[src/rtl/mc_sequencer_pkg.sv]
// mc_sequencer_pkg
//   Shared definitions for the multi-cycle control sequencer:
//   - state codes driven on stage_o (FETCH=1 .. WRITEBACK=5, TRAP=7)
//   - instruction-type codes supplied by the decoder on itype_i
//   - operation classes and the ALU operand-load strobe table
package mc_sequencer_pkg;

    // Sequencer state codes, visible on stage_o
    localparam logic [2:0] ST_FETCH     = 3'd1;
    localparam logic [2:0] ST_DECODE    = 3'd2;
    localparam logic [2:0] ST_EXECUTE   = 3'd3;
    localparam logic [2:0] ST_MEMORY    = 3'd4;
    localparam logic [2:0] ST_WRITEBACK = 3'd5;
    localparam logic [2:0] ST_TRAP      = 3'd7;

    // Decoder instruction-type codes; any other value behaves as HOLD
    localparam int unsigned HOLD  = 0;
    localparam int unsigned RTYPE = 1;
    localparam int unsigned ITYPE = 2;
    localparam int unsigned STYPE = 3;
    localparam int unsigned BTYPE = 4;
    localparam int unsigned UTYPE = 5;
    localparam int unsigned LTYPE = 6;

    typedef enum logic [2:0] {
        CLS_HOLD,
        CLS_ALU,      // R and I types
        CLS_LOAD,
        CLS_STORE,
        CLS_BRANCH,
        CLS_UPPER
    } op_class_t;

    typedef struct packed {
        logic a;
        logic b;
        logic pass;
    } alu_strobe_t;

    // Operand-load strobes pulsed in DECODE for each operation class
    function automatic alu_strobe_t alu_strobes(input op_class_t cls);
        alu_strobe_t s;
        s = '0;
        case (cls)
            CLS_ALU, CLS_LOAD:     s = '{a: 1'b1, b: 1'b1, pass: 1'b0};
            CLS_STORE, CLS_BRANCH: s = '{a: 1'b1, b: 1'b1, pass: 1'b1};
            CLS_UPPER:             s = '{a: 1'b0, b: 1'b0, pass: 1'b1};
            default:               s = '0;
        endcase
        return s;
    endfunction

endpackage

[src/rtl/mc_sequencer_watchdog.sv]
// seq_watchdog
//   Memory-wait watchdog for mc_sequencer. Counts consecutive cycles in
//   which a request is outstanding without an ack; expired_o is asserted
//   during the MAX_WAIT-th such cycle so the sequencer traps on the
//   following clock edge. Only built when SEQ_TIMEOUT_EN is defined.
//
//   Ports:
//     clk        in   clock
//     reset      in   synchronous, active-low reset
//     busy_i     in   request outstanding and not acknowledged this cycle
//     expired_o  out  wait limit reached this cycle
`ifdef SEQ_TIMEOUT_EN
module seq_watchdog #(
    parameter int unsigned MAX_WAIT = 16
) (
    input  logic clk,
    input  logic reset,
    input  logic busy_i,
    output logic expired_o
);

    localparam int unsigned CNT_W = $clog2(MAX_WAIT + 1);

    logic [CNT_W-1:0] count_q;

    always_ff @(posedge clk) begin
        if (!reset || !busy_i) begin
            count_q <= '0;
        end else if (count_q != CNT_W'(MAX_WAIT)) begin
            count_q <= count_q + 1'b1;
        end
    end

    assign expired_o = busy_i && (count_q == CNT_W'(MAX_WAIT - 1));

endmodule
`endif

[src/rtl/mc_sequencer.sv]
// mc_sequencer
//   Multi-cycle control sequencer for the 5-stage non-pipelined core.
//   Walks FETCH -> DECODE -> EXECUTE -> MEMORY -> WRITEBACK with a
//   req/ack handshake on the unified RAM port, so fetch and load/store
//   tolerate wait states. Emits operand-load, write-back and PC strobes.
//
//   Build option: define SEQ_TIMEOUT_EN to add the seq_watchdog; an
//   unacknowledged request lasting MAX_WAIT cycles then enters TRAP
//   (stage 7, trap_o=1) until reset. Without it, ack is awaited forever.
//
//   Ports:
//     clk, reset                  clock, synchronous active-low reset
//     hold_i                      interlock: stay in DECODE
//     pc_i                        current PC (fetch address)
//     pc_load_o                   PC advance strobe (WRITEBACK)
//     mem_req_o/_we_o/_addr_o     memory request, write enable, address
//     mem_rdata_i, mem_ack_i      read data and completion
//     alu_res_i                   load/store address from the ALU
//     itype_i                     decoded type of ir_o
//     ir_o, load_data_o           instruction register, captured load data
//     alu_load_a_o/_b_o/_pass_o   operand load strobes (DECODE)
//     wb_en_o                     register-file write strobe
//     stage_o                     current state code
//     trap_o                      sticky watchdog trap
module mc_sequencer
    import mc_sequencer_pkg::*;
#(
    parameter int unsigned XLEN     = 32,
    parameter int unsigned ITYPE_W  = 5,
    parameter int unsigned MAX_WAIT = 16
) (
    input  logic               clk,
    input  logic               reset,
    input  logic               hold_i,
    input  logic [XLEN-1:0]    pc_i,
    output logic               pc_load_o,
    output logic               mem_req_o,
    output logic               mem_we_o,
    output logic [XLEN-1:0]    mem_addr_o,
    input  logic [XLEN-1:0]    mem_rdata_i,
    input  logic               mem_ack_i,
    input  logic [XLEN-1:0]    alu_res_i,
    input  logic [ITYPE_W-1:0] itype_i,
    output logic [XLEN-1:0]    ir_o,
    output logic [XLEN-1:0]    load_data_o,
    output logic               alu_load_a_o,
    output logic               alu_load_b_o,
    output logic               alu_load_pass_o,
    output logic               wb_en_o,
    output logic [2:0]         stage_o,
    output logic               trap_o
);

    localparam logic [ITYPE_W-1:0] C_R = ITYPE_W'(RTYPE);
    localparam logic [ITYPE_W-1:0] C_I = ITYPE_W'(ITYPE);
    localparam logic [ITYPE_W-1:0] C_S = ITYPE_W'(STYPE);
    localparam logic [ITYPE_W-1:0] C_B = ITYPE_W'(BTYPE);
    localparam logic [ITYPE_W-1:0] C_U = ITYPE_W'(UTYPE);
    localparam logic [ITYPE_W-1:0] C_L = ITYPE_W'(LTYPE);

    if (MAX_WAIT < 1) begin : g_bad_max_wait
        $error("mc_sequencer: MAX_WAIT must be at least 1");
    end

    logic [2:0]      state_q;
    logic            req_q;
    logic            we_q;
    logic            fetch_sel_q;
    logic [XLEN-1:0] addr_q;
    logic [XLEN-1:0] ir_q;
    logic [XLEN-1:0] ld_q;
    logic            timeout;
    op_class_t       cls;
    alu_strobe_t     alu_s;

    always_comb begin
        cls = CLS_HOLD;
        if (itype_i == C_R || itype_i == C_I) cls = CLS_ALU;
        else if (itype_i == C_L)               cls = CLS_LOAD;
        else if (itype_i == C_S)               cls = CLS_STORE;
        else if (itype_i == C_B)               cls = CLS_BRANCH;
        else if (itype_i == C_U)               cls = CLS_UPPER;
    end

    // The first FETCH cycle after reset has mem_req_o=0 (reset value) and
    // raises the request; WRITEBACK raises it directly so steady-state
    // fetch costs one cycle.
    always_ff @(posedge clk) begin
        if (!reset) begin
            state_q     <= ST_FETCH;
            req_q       <= 1'b0;
            we_q        <= 1'b0;
            fetch_sel_q <= 1'b0;
            addr_q      <= '0;
            ir_q        <= '0;
            ld_q        <= '0;
        end else if (timeout) begin
            state_q     <= ST_TRAP;
            req_q       <= 1'b0;
            we_q        <= 1'b0;
            fetch_sel_q <= 1'b0;
        end else begin
            case (state_q)
                ST_FETCH: begin
                    if (!req_q) begin
                        req_q       <= 1'b1;
                        fetch_sel_q <= 1'b1;
                    end else if (mem_ack_i) begin
                        ir_q        <= mem_rdata_i;
                        req_q       <= 1'b0;
                        fetch_sel_q <= 1'b0;
                        state_q     <= ST_DECODE;
                    end
                end
                ST_DECODE: begin
                    if (!hold_i) state_q <= ST_EXECUTE;
                end
                ST_EXECUTE: begin
                    state_q <= ST_MEMORY;
                    if (cls == CLS_LOAD || cls == CLS_STORE) begin
                        req_q  <= 1'b1;
                        we_q   <= (cls == CLS_STORE);
                        addr_q <= alu_res_i;
                    end
                end
                ST_MEMORY: begin
                    if (!req_q) begin
                        state_q <= ST_WRITEBACK;
                    end else if (mem_ack_i) begin
                        if (cls == CLS_LOAD) ld_q <= mem_rdata_i;
                        req_q   <= 1'b0;
                        we_q    <= 1'b0;
                        state_q <= ST_WRITEBACK;
                    end
                end
                ST_WRITEBACK: begin
                    state_q     <= ST_FETCH;
                    req_q       <= 1'b1;
                    fetch_sel_q <= 1'b1;
                end
                ST_TRAP: begin
                    state_q <= ST_TRAP;
                end
                default: begin
                    state_q     <= ST_FETCH;
                    req_q       <= 1'b0;
                    we_q        <= 1'b0;
                    fetch_sel_q <= 1'b0;
                end
            endcase
        end
    end

    // Strobes are decoded from the state register; the DECODE strobes must
    // react to hold_i and itype_i within the same cycle.
    always_comb begin
        alu_s = '0;
        if (state_q == ST_DECODE && !hold_i) alu_s = alu_strobes(cls);
    end

    assign alu_load_a_o    = alu_s.a;
    assign alu_load_b_o    = alu_s.b;
    assign alu_load_pass_o = alu_s.pass;
    assign wb_en_o   = (state_q == ST_WRITEBACK) &&
                       (cls == CLS_ALU || cls == CLS_LOAD || cls == CLS_UPPER);
    assign pc_load_o = (state_q == ST_WRITEBACK);

    // In FETCH the address follows pc_i so the PC updated at the end of
    // WRITEBACK is used immediately; pc_i is stable throughout the fetch.
    assign mem_addr_o  = fetch_sel_q ? pc_i : addr_q;
    assign mem_req_o   = req_q;
    assign mem_we_o    = we_q;
    assign ir_o        = ir_q;
    assign load_data_o = ld_q;
    assign stage_o     = state_q;

`ifdef SEQ_TIMEOUT_EN
    seq_watchdog #(
        .MAX_WAIT (MAX_WAIT)
    ) u_watchdog (
        .clk       (clk),
        .reset     (reset),
        .busy_i    (req_q & ~mem_ack_i),
        .expired_o (timeout)
    );
    assign trap_o = (state_q == ST_TRAP);
`else
    assign timeout = 1'b0;
    assign trap_o  = 1'b0;
`endif

endmodule

[config.mk]
export PLATFORM = sky130hd
export DESIGN_NAME = mc_sequencer
export DESIGN_NICKNAME = d
export VERILOG_FILES = /design/src/rtl/mc_sequencer_pkg.sv /design/src/rtl/mc_sequencer_watchdog.sv /design/src/rtl/mc_sequencer.sv
export SDC_FILE = /design/constraint.sdc
export NUM_CORES = 1
export LEC_CHECK = 0
export CELL_PAD_IN_SITES_DETAIL_PLACEMENT = 2
export CELL_PAD_IN_SITES_GLOBAL_PLACEMENT = 2
export CORE_MARGIN = 4
export CORE_UTILIZATION = 22
export CTS_CLUSTER_DIAMETER = 80
export CTS_CLUSTER_SIZE = 8
export DETAILED_ROUTE_END_ITERATION = 10
export PLACE_DENSITY_LB_ADDON = 0.1
export SETUP_SLACK_MARGIN = 0.3
export SYNTH_ARGS = -nofsm -noshare
export SYNTH_HDL_FRONTEND = slang
export SYNTH_HIERARCHICAL = 1
export SYNTH_SLANG_ARGS = --single-unit
[constraint.sdc]
create_clock -name clk -period 2.15 [get_ports clk]
set_input_delay 0.43 -clock clk [delete_from_list [all_inputs] [get_ports clk]]
set_output_delay 0.43 -clock clk [all_outputs]
set_load 0.01 [all_outputs]
==> results.json <==
{
  "whs_ns": 0.4510,
  "status": "finished with violations",
  "drt_iter0_markers": 132,
  "synth_async_sr_flop_share_pct": 0,
  "overflow": 0,
  "cts_buffer_depth": 2,
  "intPower_uw": 4390,
  "maxCapViolCount": 0,
  "dp_hpwl_mm": 12.61,
  "synth_area_mm2": 0.004420,
  "power_leakage_uw": 0.002908,
  "power_uw": 6072,
  "tns_ns": -0.3105,
  "area_growth_syn_to_layout_pct": 77.27,
  "cts.reportedPaths.clkPinSlew_ns": 0.08,
  "hp-class": "flip-flop to flip-flop",
  "clkPwrFrac_pct": 30.8,
  "grt_util_all_layers_pct": 15.80,
  "vias_per_cell": 4.403,
  "synthCells": 518,
  "path_depth": 6,
  "synth_fa_ha_area_share_pct": 0,
  "io_buffer_count": 210,
  "stdcell_count": 1020,
  "synth-main-ff-cell": "dfxtp_1",
  "via_count": 4491,
  "antenna_found_initial": 0,
  "violations": "setup timing",
  "globalplace.congestion": 0.7565,
  "finClkSkew_ns": 0.007697,
  "cp_cell_sequence": "clkdlybuf4s15_1 -> or3_4 -> or4_4 -> buf_4 -> nor2_2 -> buf_2",
  "cts_tree": "done",
  "numCtsBuffers": 9,
  "grt_setup_unrepaired": "true",
  "arrival_ns": 1.83,
  "synthSimpleGateAreaFrac_pct": 21.09,
  "synth.distinct_cells": 37,
  "ys_warn_count": 6,
  "dr.pass1.iters": 4,
  "dieHeight_um": 149.8,
  "cpLargestDelayFamily": "simple AND/OR/NAND/NOR gates",
  "crit_fanout": 2,
  "p_seq_share_pct": 34.0,
  "path_buf_inv": 3,
  "ir_drop_uv": 327.7,
  "grt_pass1_wl_mm": 27.57,
  "required_ns": 1.72,
  "wl_mm": 18.75,
  "root_buffer": "clkbuf_16",
  "design.core.area_mm2": 0.01959,
  "final_max_slew_viol_count": 0,
  "fin_ws_ns": -0.1079,
  "cts.sinks": 102,
  "min_path_cells": 2,
  "fin_crit_sh_pct": 105.0,
  "power.switching_uw": 1683,
  "clk_latency_ns": 0.35,
  "cp-start-kind": "input port",
  "io_pins": 212,
  "synthMuxAreaShare_pct": 8.605,
  "worstSetupPathType": "input port to primary output",
  "grt_pass1_vias": 5013,
  "antenna_left": 0,
  "synth_top_family_by_area": "simple AND/OR/NAND/NOR gates",
  "initial_core_util_pct": 22.56,
  "slowest_delay_ns": 0.45,
  "final_layout_size_suffix_gt1_share_pct": 20.13,
  "max_freq_mhz": 442.9,
  "die_area_mm2": 0.02243,
  "worstRegToRegCells": 6,
  "ys_seq_elements": 102,
  "drc": 0,
  "final_nets": 855,
  "synth_compound_area_share_pct": 18.51,
  "yosysSeqAreaShare_pct": 46.19,
  "final_util_pct": 40.00,
  "ctsHoldBuffers": 0,
  "period_needed_ns": 2.258,
  "dieWidth_um": 149.8,
  "synth_xor_area_share_pct": 0.3963,
  "cts_htree_levels": 3,
  "power.density_mw_per_mm2": 774.9,
  "syn_area_per_cell_um2": 8.534,
  "p_sw_share_pct": 27.71,
  "power_frac_comb_pct": 35.2,
  "rows": 51,
  "end_kind": "primary output",
  "hold_viol_final": 0,
  "setup-violations-final": 3,
  "slowest_stage": "or4_4",
  "avgRoutedWirePerCell_um": 18.38,
  "diodes": 0,
  "place_inst": 979,
  "synth_edf_count": 0,
  "grt_max_degree": 55,
  "synth_fp_nets": 623
}
[routing by layer]
metal / part of all wire, % / vias up / routed length (µm) / GRT usage, %
met2: 50 / 125 / 9419 / 28.01
li1: - / 2171 / - / -
met1: 43 / 2178 / 8080 / 19.09
met3: 5.0 / 17 / 941 / 3.483
met5: 0 / - / 0 / 0
met4: 1.6 / 0 / 303 / 4.803
[cell usage after synthesis (2+ instances only)]
library cell	instances	area (µm²)
nand2b_1	5	31.28
nor3_1	3	15.01
mux2i_1	2	20.02
a211oi_1	2	15.01
o21ai_0	2	10.01
a21boi_0	52	390.4
dfxtp_1	102	2042
buf_6	6	67.56
clkbuf_1	22	82.58
a21boi_1	46	345.3
nand3_1	4	20.02
nand2_1	199	747.0
mux2_2	32	360.4
xor2_1	2	17.52
and3_1	3	18.77
buf_4	3	22.52
a21oi_1	2	10.01
buf_2	10	50.05
nor2b_1	3	18.77
[worst paths after layout]
kind	from	endpoint	slack, ns
worst max register to register	stage_o[0]$_SDFFE_PN1P_	load_data_o[31]$_SDFFE_PN0P_	0.44
worst max-delay path	itype_i[4]	alu_load_pass_o	-0.11
worst min register to register	load_data_o[13]$_SDFFE_PN0P_	load_data_o[13]$_SDFFE_PN0P_	0.45
worst min-delay path	load_data_o[13]$_SDFFE_PN0P_	load_data_o[13]$_SDFFE_PN0P_	0.45
[metrics by stage]
| step | cell area, µm² | setup WS, ns |
|---|---|---|
| final | 7836 | -0.1079 |
| after global routing | 7836 | -0.1952 |
| after CTS | 7695 | -0.2491 |
| after detailed placement | 6942 | -0.7843 |
| after global placement | 6942 | -0.7116 |
| after floorplan | 4437 | 0.1036 |
[cells by family after synthesis]
logic type / count (synthesis)
other: 1
DFF: 102
muxes: 34
buffers and inverters: 42
and+or+nand+nor: 227
xor gates and xnor gates: 2
AOI/OAI and AO/OA: 110
[cell type report]
| cell class | instances | area [µm²] |
|---|---|---|
| sequential | 102 | 2048 |
| tap | 265 | 331.6 |
| fill | 2147 | 11750 |
| multi-input combinational | 374 | 2307 |
| clock buffer | 11 | 252.7 |
| timing repair buffer | 262 | 2806 |
| inverter | 1 | 3.754 |
| clock inverter | 5 | 86.33 |
[sequential cells by signal (all words and copies together) (netlist names)]
signal / cells
mem_req_o: 1
addr_q: 32
load_data_o: 32
stage_o: 3
mem_we_o: 1
fetch_sel_q: 1
ir_o: 32
[worst register-to-register path, stage by stage (launching register included)]
cell and delay (ns):
dfxtp_2 0.33, or3_4 0.33, buf_4 0.15, or3_1 0.41, buf_12 0.19, nand2_1 0.10, a21boi_0 0.08
[power by group through the flow]
stage               sequential, µW  clock, µW  combinational, µW
floorplan                     2130          0                645
global placement              2090          0               1490
detailed placement            2100          0               1520
CTS                           2070       1940               2070
global route                  2080       2010               2280
finish                        2070       1870               2140
[repair_timing]
| item | in CTS | in global routing |
|---|---|---|
| setup buffers | 15 | 4 |
| setup endpoints to repair | 72 | 77 |
| cloned | 4 | 2 |
| gates resized for setup | 233 | 13 |
| pin swaps | 3 | 3 |
[placed cells by master, fill, tap and decap left out, types with 2 or more instances in the layout]
cell type	count
nand2_1	199
clkdlybuf4s50_1	164
dfxtp_1	99
a21boi_0	51
a21boi_1	47
buf_6	43
mux2_4	28
buf_4	23
clkbuf_16	11
buf_12	11
nand2b_1	5
dlygate4sd2_1	5
mux2_2	4
nand3_1	4
buf_16	4
buf_2	4
nor3_1	3
inv_6	3
nor2b_1	2
mux2i_1	2
and3_4	2
a21oi_1	2
o21ai_0	2
bufinv_16	2
clkbuf_8	2
clkdlybuf4s15_1	2
dfxtp_2	2
Note: power is estimated with default switching activity, not from simulation.
